--- config.mk ---
export PLATFORM = sky130hd
export DESIGN_NAME = fetch_unit
export DESIGN_NICKNAME = d
export VERILOG_FILES = /design/src/rtl/fetch_pkg.sv /design/src/rtl/fetch_pc.sv /design/src/rtl/fetch_unit.sv
export SDC_FILE = /design/constraint.sdc
export NUM_CORES = 1
export LEC_CHECK = 0
export ABC_CLOCK_PERIOD_IN_PS = 2440
export CELL_PAD_IN_SITES_DETAIL_PLACEMENT = 0
export CELL_PAD_IN_SITES_GLOBAL_PLACEMENT = 1
export CORE_MARGIN = 4
export CORE_UTILIZATION = 34
export DETAILED_ROUTE_END_ITERATION = 12
export PLACE_DENSITY = 0.8
export RECOVER_POWER = 100
export SLEW_MARGIN = 20
export SYNTH_ARGS = -nofsm -noshare
export SYNTH_HDL_FRONTEND = slang
export SYNTH_HIERARCHICAL = 1
export SYNTH_SLANG_ARGS = --single-unit
--- constraint.sdc ---
create_clock -name clk -period 2.44 [get_ports clk]
set_input_delay 0.488 -clock clk [delete_from_list [all_inputs] [get_ports clk]]
set_output_delay 0.488 -clock clk [all_outputs]
set_load 0.02 [all_outputs]
--- src/rtl/fetch_pkg.sv ---
// Shared definitions for the instruction-fetch stage: FSM encoding,
// PC step size and small address helpers.
package fetch_pkg;

    typedef enum logic [1:0] {
        IDLE  = 2'd0,
        FETCH = 2'd1,
        DRAIN = 2'd2,
        ISSUE = 2'd3
    } fetch_state_e;

    localparam logic [31:0] PC_STEP = 32'd4;

    // Fetch addresses are always word aligned; the two low bits are dropped.
    function automatic logic [31:0] word_align(input logic [31:0] addr);
        return {addr[31:2], 2'b00};
    endfunction

endpackage

--- src/rtl/fetch_pc.sv ---
// Program counter with increment and redirect load, plus the register
// that parks a redirect target while an abandoned request drains.
module fetch_pc #(
    parameter logic [31:0] RESET_PC = 32'h0000_0000
) (
    input  logic        clk,
    input  logic        rst,
    input  logic        inc,
    input  logic        load,
    input  logic [31:0] load_pc,
    input  logic        pend_load,
    input  logic [31:0] pend_val,
    output logic [31:0] pc,
    output logic [31:0] pc_plus4,
    output logic [31:0] pend_pc
);
    import fetch_pkg::*;

    // Wraps modulo 2^32 naturally through the 32-bit adder.
    assign pc_plus4 = pc + PC_STEP;

    // PC: a redirect load takes priority over sequential advance.
    always_ff @(posedge clk or posedge rst) begin
        if (rst) begin
            pc <= RESET_PC;
        end else if (load) begin
            pc <= word_align(load_pc);
        end else if (inc) begin
            pc <= pc_plus4;
        end
    end

    // Pending redirect target, latest redirect overwrites an earlier one.
    always_ff @(posedge clk or posedge rst) begin
        if (rst) begin
            pend_pc <= 32'h0000_0000;
        end else if (pend_load) begin
            pend_pc <= word_align(pend_val);
        end
    end

endmodule

--- src/rtl/fetch_unit.sv ---
// Instruction-fetch stage: runs the req/ack handshake to instruction
// memory, presents one instruction at a time and handles redirects.
module fetch_unit #(
    parameter logic [31:0] RESET_PC = 32'h0000_0000
) (
    input  logic        clk,
    input  logic        rst,
    input  logic        stall,
    input  logic        redirect,
    input  logic [31:0] redirect_pc,
    output logic        mem_req,
    output logic [31:0] mem_addr,
    input  logic        mem_ack,
    input  logic [31:0] mem_rdata,
    output logic [31:0] out_add,
    output logic [31:0] out_ins,
    output logic [31:0] out_jump,
    output logic        out_valid
);
    import fetch_pkg::*;

    fetch_state_e state, state_n;

    logic [31:0] pc;
    logic [31:0] pc_plus4;
    logic [31:0] pend_pc;

    logic        pc_inc;
    logic        pc_load;
    logic [31:0] pc_load_val;
    logic        pend_load;
    logic        cap;
    logic        vld_clr;

    logic [31:0] add_p1;
    logic [31:0] ins_p1;
    logic [31:0] jump_p1;
    logic        vld_p1;

    // J-type target formed from the upper PC+4 nibble and the 26-bit index.
    function automatic logic [31:0] jump_target(input logic [31:0] next_pc,
                                                input logic [31:0] ins);
        return {next_pc[31:28], ins[25:0], 2'b00};
    endfunction

    fetch_pc #(
        .RESET_PC (RESET_PC)
    ) u_pc (
        .clk       (clk),
        .rst       (rst),
        .inc       (pc_inc),
        .load      (pc_load),
        .load_pc   (pc_load_val),
        .pend_load (pend_load),
        .pend_val  (redirect_pc),
        .pc        (pc),
        .pc_plus4  (pc_plus4),
        .pend_pc   (pend_pc)
    );

    // State register.
    always_ff @(posedge clk or posedge rst) begin
        if (rst) begin
            state <= IDLE;
        end else begin
            state <= state_n;
        end
    end

    // Next-state and PC/output control; a started request is never withdrawn.
    always_comb begin
        state_n     = state;
        pc_inc      = 1'b0;
        pc_load     = 1'b0;
        pc_load_val = redirect_pc;
        pend_load   = 1'b0;
        cap         = 1'b0;
        vld_clr     = 1'b0;
        case (state)
            IDLE: begin
                state_n = FETCH;
            end
            FETCH: begin
                if (mem_ack) begin
                    if (redirect) begin
                        pc_load = 1'b1;
                    end else begin
                        cap     = 1'b1;
                        pc_inc  = 1'b1;
                        state_n = ISSUE;
                    end
                end else if (redirect) begin
                    pend_load = 1'b1;
                    state_n   = DRAIN;
                end
            end
            DRAIN: begin
                if (mem_ack) begin
                    pc_load     = 1'b1;
                    pc_load_val = redirect ? redirect_pc : pend_pc;
                    state_n     = FETCH;
                end else if (redirect) begin
                    pend_load = 1'b1;
                end
            end
            ISSUE: begin
                if (redirect) begin
                    vld_clr = 1'b1;
                    pc_load = 1'b1;
                    state_n = FETCH;
                end else if (!stall) begin
                    vld_clr = 1'b1;
                    state_n = FETCH;
                end
            end
            default: begin
                state_n = IDLE;
            end
        endcase
    end

    assign mem_req  = (state == FETCH) || (state == DRAIN);
    assign mem_addr = pc;

    // Output register: captures an accepted fetch, holds it until consumed.
    always_ff @(posedge clk or posedge rst) begin
        if (rst) begin
            add_p1  <= 32'h0000_0000;
            ins_p1  <= 32'h0000_0000;
            jump_p1 <= 32'h0000_0000;
            vld_p1  <= 1'b0;
        end else if (cap) begin
            add_p1  <= pc_plus4;
            ins_p1  <= mem_rdata;
            jump_p1 <= jump_target(pc_plus4, mem_rdata);
            vld_p1  <= 1'b1;
        end else if (vld_clr) begin
            vld_p1  <= 1'b0;
        end
    end

    assign out_add   = add_p1;
    assign out_ins   = ins_p1;
    assign out_jump  = jump_p1;
    assign out_valid = vld_p1;

endmodule
==> flow_metrics.tcl <==
set metrics [dict create \
    antenna_found_initial 0 \
    report.final.hold_viol_count 0 \
    synth.yosys.warnings 6 \
    drt_iter0_drc 227 \
    startpoint_type "flip-flop" \
    status "finished with violations" \
    critical_path_class "reg -> reg" \
    avgRoutedWirePerCell_microns 16.9 \
    clkTransAtPathRegs_ps 60 \
    min_period_ps 2330 \
    clock_latency_ps 410 \
    maxSlewViolCount 61 \
    power.internal_uw 7530 \
    nFillCells 1807 \
    start_util_pct 34.6 \
    power_density_nw_per_um2 1350 \
    syn_to_final_growth_pct 36.1 \
    htreeDepth 4 \
    maxCapViolations 1 \
    io_pins 199 \
    grt_start_max_net_pins 68 \
    finalSetupViolations 0 \
    io_buffers 192 \
    cts-root-buf "clkbuf_16" \
    drt_pass1_iterations 5 \
    routed_via_density 4.84 \
    swShare_pct 39.1 \
    violations "capacitance limit, slew limit" \
    post-route-period-util_pct 95.6 \
    clkPwrFrac_pct 19.5 \
    cts_buffers 17 \
    core_sq_um 19500 \
    die_h_microns 149 \
    ir_drop_mv 0.445 \
    postPlaceCellArea_sq_um 8790 \
    final_util_pct 47.1 \
    drive_gt1_share_pct 21.7 \
    crit_fanout 6 \
    fp-row-count 51 \
    worstMarginPinSlew_ps 1520 \
    nets 816 \
    post-route-cell-area_sq_um 9190 \
    overflow 0 \
    fmax_ghz 0.429 \
    leakagePower_uw 0.00377 \
    die_w_microns 149 \
    gp_congestion 0.845 \
    synth_area_sq_um 6750 \
    relSlewSlack_pct -1.20 \
    rsz0062_at_grt "false" \
    cts.sinks 127 \
    cts_buffer_depth 2 \
    vias 4922 \
    worstPathArrival_ps 2680 \
    drc 0 \
    cts_tree "built" \
    pwr-share-comb_pct 47.4 \
    cts_hold_buf 0 \
    grt_use_total_pct 15.5 \
    first_global_vias 5085 \
    grt_pass1_wl_microns 27500 \
    final.setup_skew_ps 7.87 \
    synthCells 568 \
    ant_nets 0 \
    dp_hpwl_microns 13000 \
    avgSynthCellArea_sq_um 11.9 \
    dieArea_sq_um 22200 \
    p_switching_uw 4830 \
    num_antenna_cells 0 \
    holdWs_ps 472 \
    routed_wirelength_microns 17200 \
    cp.required_ps 2790 \
    hold_path_class "reg -> reg" \
    endpoint_kind "flip-flop" \
    seq_power_share_pct 33.1 \
]
## timing repair
item / 4_1_cts / 5_1_grt
buffers inserted: 0 / 0
endpoints found under the setup margin: 1 / 0
gates resized for setup: 1 / 0
## metrics by stage
stage / setup TNS, ps / setup slack [ps] / power, uW / std cells
floorplan: 0 / 13.3 / 8080 / 572
global placement: -1150 / -195 / 10500 / 988
detailed placement: -1730 / -200 / 10700 / 988
CTS: 0 / 135 / 13200 / 1017
global route: 0 / 19.8 / 13100 / 1017
finish: 0 / 107 / 12400 / 1017
## power by group through the flow
stage / clock, uW / sequential (uW) / combinational [uW]
global route: 2590 / 4260 / 6280
CTS: 2480 / 4160 / 6560
floorplan: 0 / 4880 / 3200
global placement: 0 / 4110 / 6430
detailed placement: 0 / 4190 / 6550
finish: 2420 / 4090 / 5860
## area by class of cell
| type | instances | area (sq um) | area share, % |
|---|---|---|---|
| clock inverters | 7 | 87.6 | 0.953 |
| flip-flops and latches | 127 | 3180 | 34.6 |
| repair buffers | 219 | 2110 | 23.0 |
| inverters | 13 | 48.8 | 0.531 |
| clock buffers | 22 | 474 | 5.16 |
| well taps | 265 | 332 | 3.61 |
| multi-input cells | 364 | 2950 | 32.2 |
## layout by cell type, fill, tap and decap left out, types with 4 or more instances in the layout
cell / count
buf_4: 17
and4_1: 7
nand3_1: 18
a31oi_1: 11
xor2_1: 20
dfrtp_1: 127
mux2_4: 6
inv_1: 9
dlygate4sd3_1: 126
mux2_2: 95
mux2_1: 24
ha_1: 4
o31ai_1: 5
clkbuf_16: 17
nand4_1: 15
o21ai_0: 20
or3_1: 5
xnor2_1: 22
clkinv_2: 4
nor2_1: 20
nor3_1: 8
clkbuf_1: 4
conb_1: 6
clkdlybuf4s50_1: 65
or4_1: 7
nand2_1: 34
clkbuf_2: 5
## registers in the layout, summed over array words and instances (netlist names)
signal,count
out_valid,1
out_ins,32
u_pc/pc,30
out_add,32
u_pc/pend_pc,30
state,2
## final timing paths
path / start / endpoint / slack [ps] / depth (start not counted)
worst max-delay path: state[1] / u_pc/pc[20] / 110 / 7
worst min-delay path: out_valid / out_valid / 470 / 1
worst max register to register: state[1] / u_pc/pc[20] / 110 / 7
worst min register to register: out_valid / out_valid / 470 / 1
max in group asynchronous: rst / u_pc/pc[24] / 450 / 3
min in group asynchronous: rst / out_ins[9] / 1030 / 3
## worst max-delay path, stage by stage (launching register included)
cell,delay [ps]
dfrtp_1,420
inv_2,110
ha_4,160
and3b_4,230
nand4_1,120
or4_4,580
or4_2,550
nand3_1,100
## per-layer routing
metal	GRT usage [%]	part of all wire [%]
met4	7.32	2.9
met2	24.7	47
met1	19.5	42
met3	4.50	8.1
met5	0	0
(Power assumes the default switching activity.)
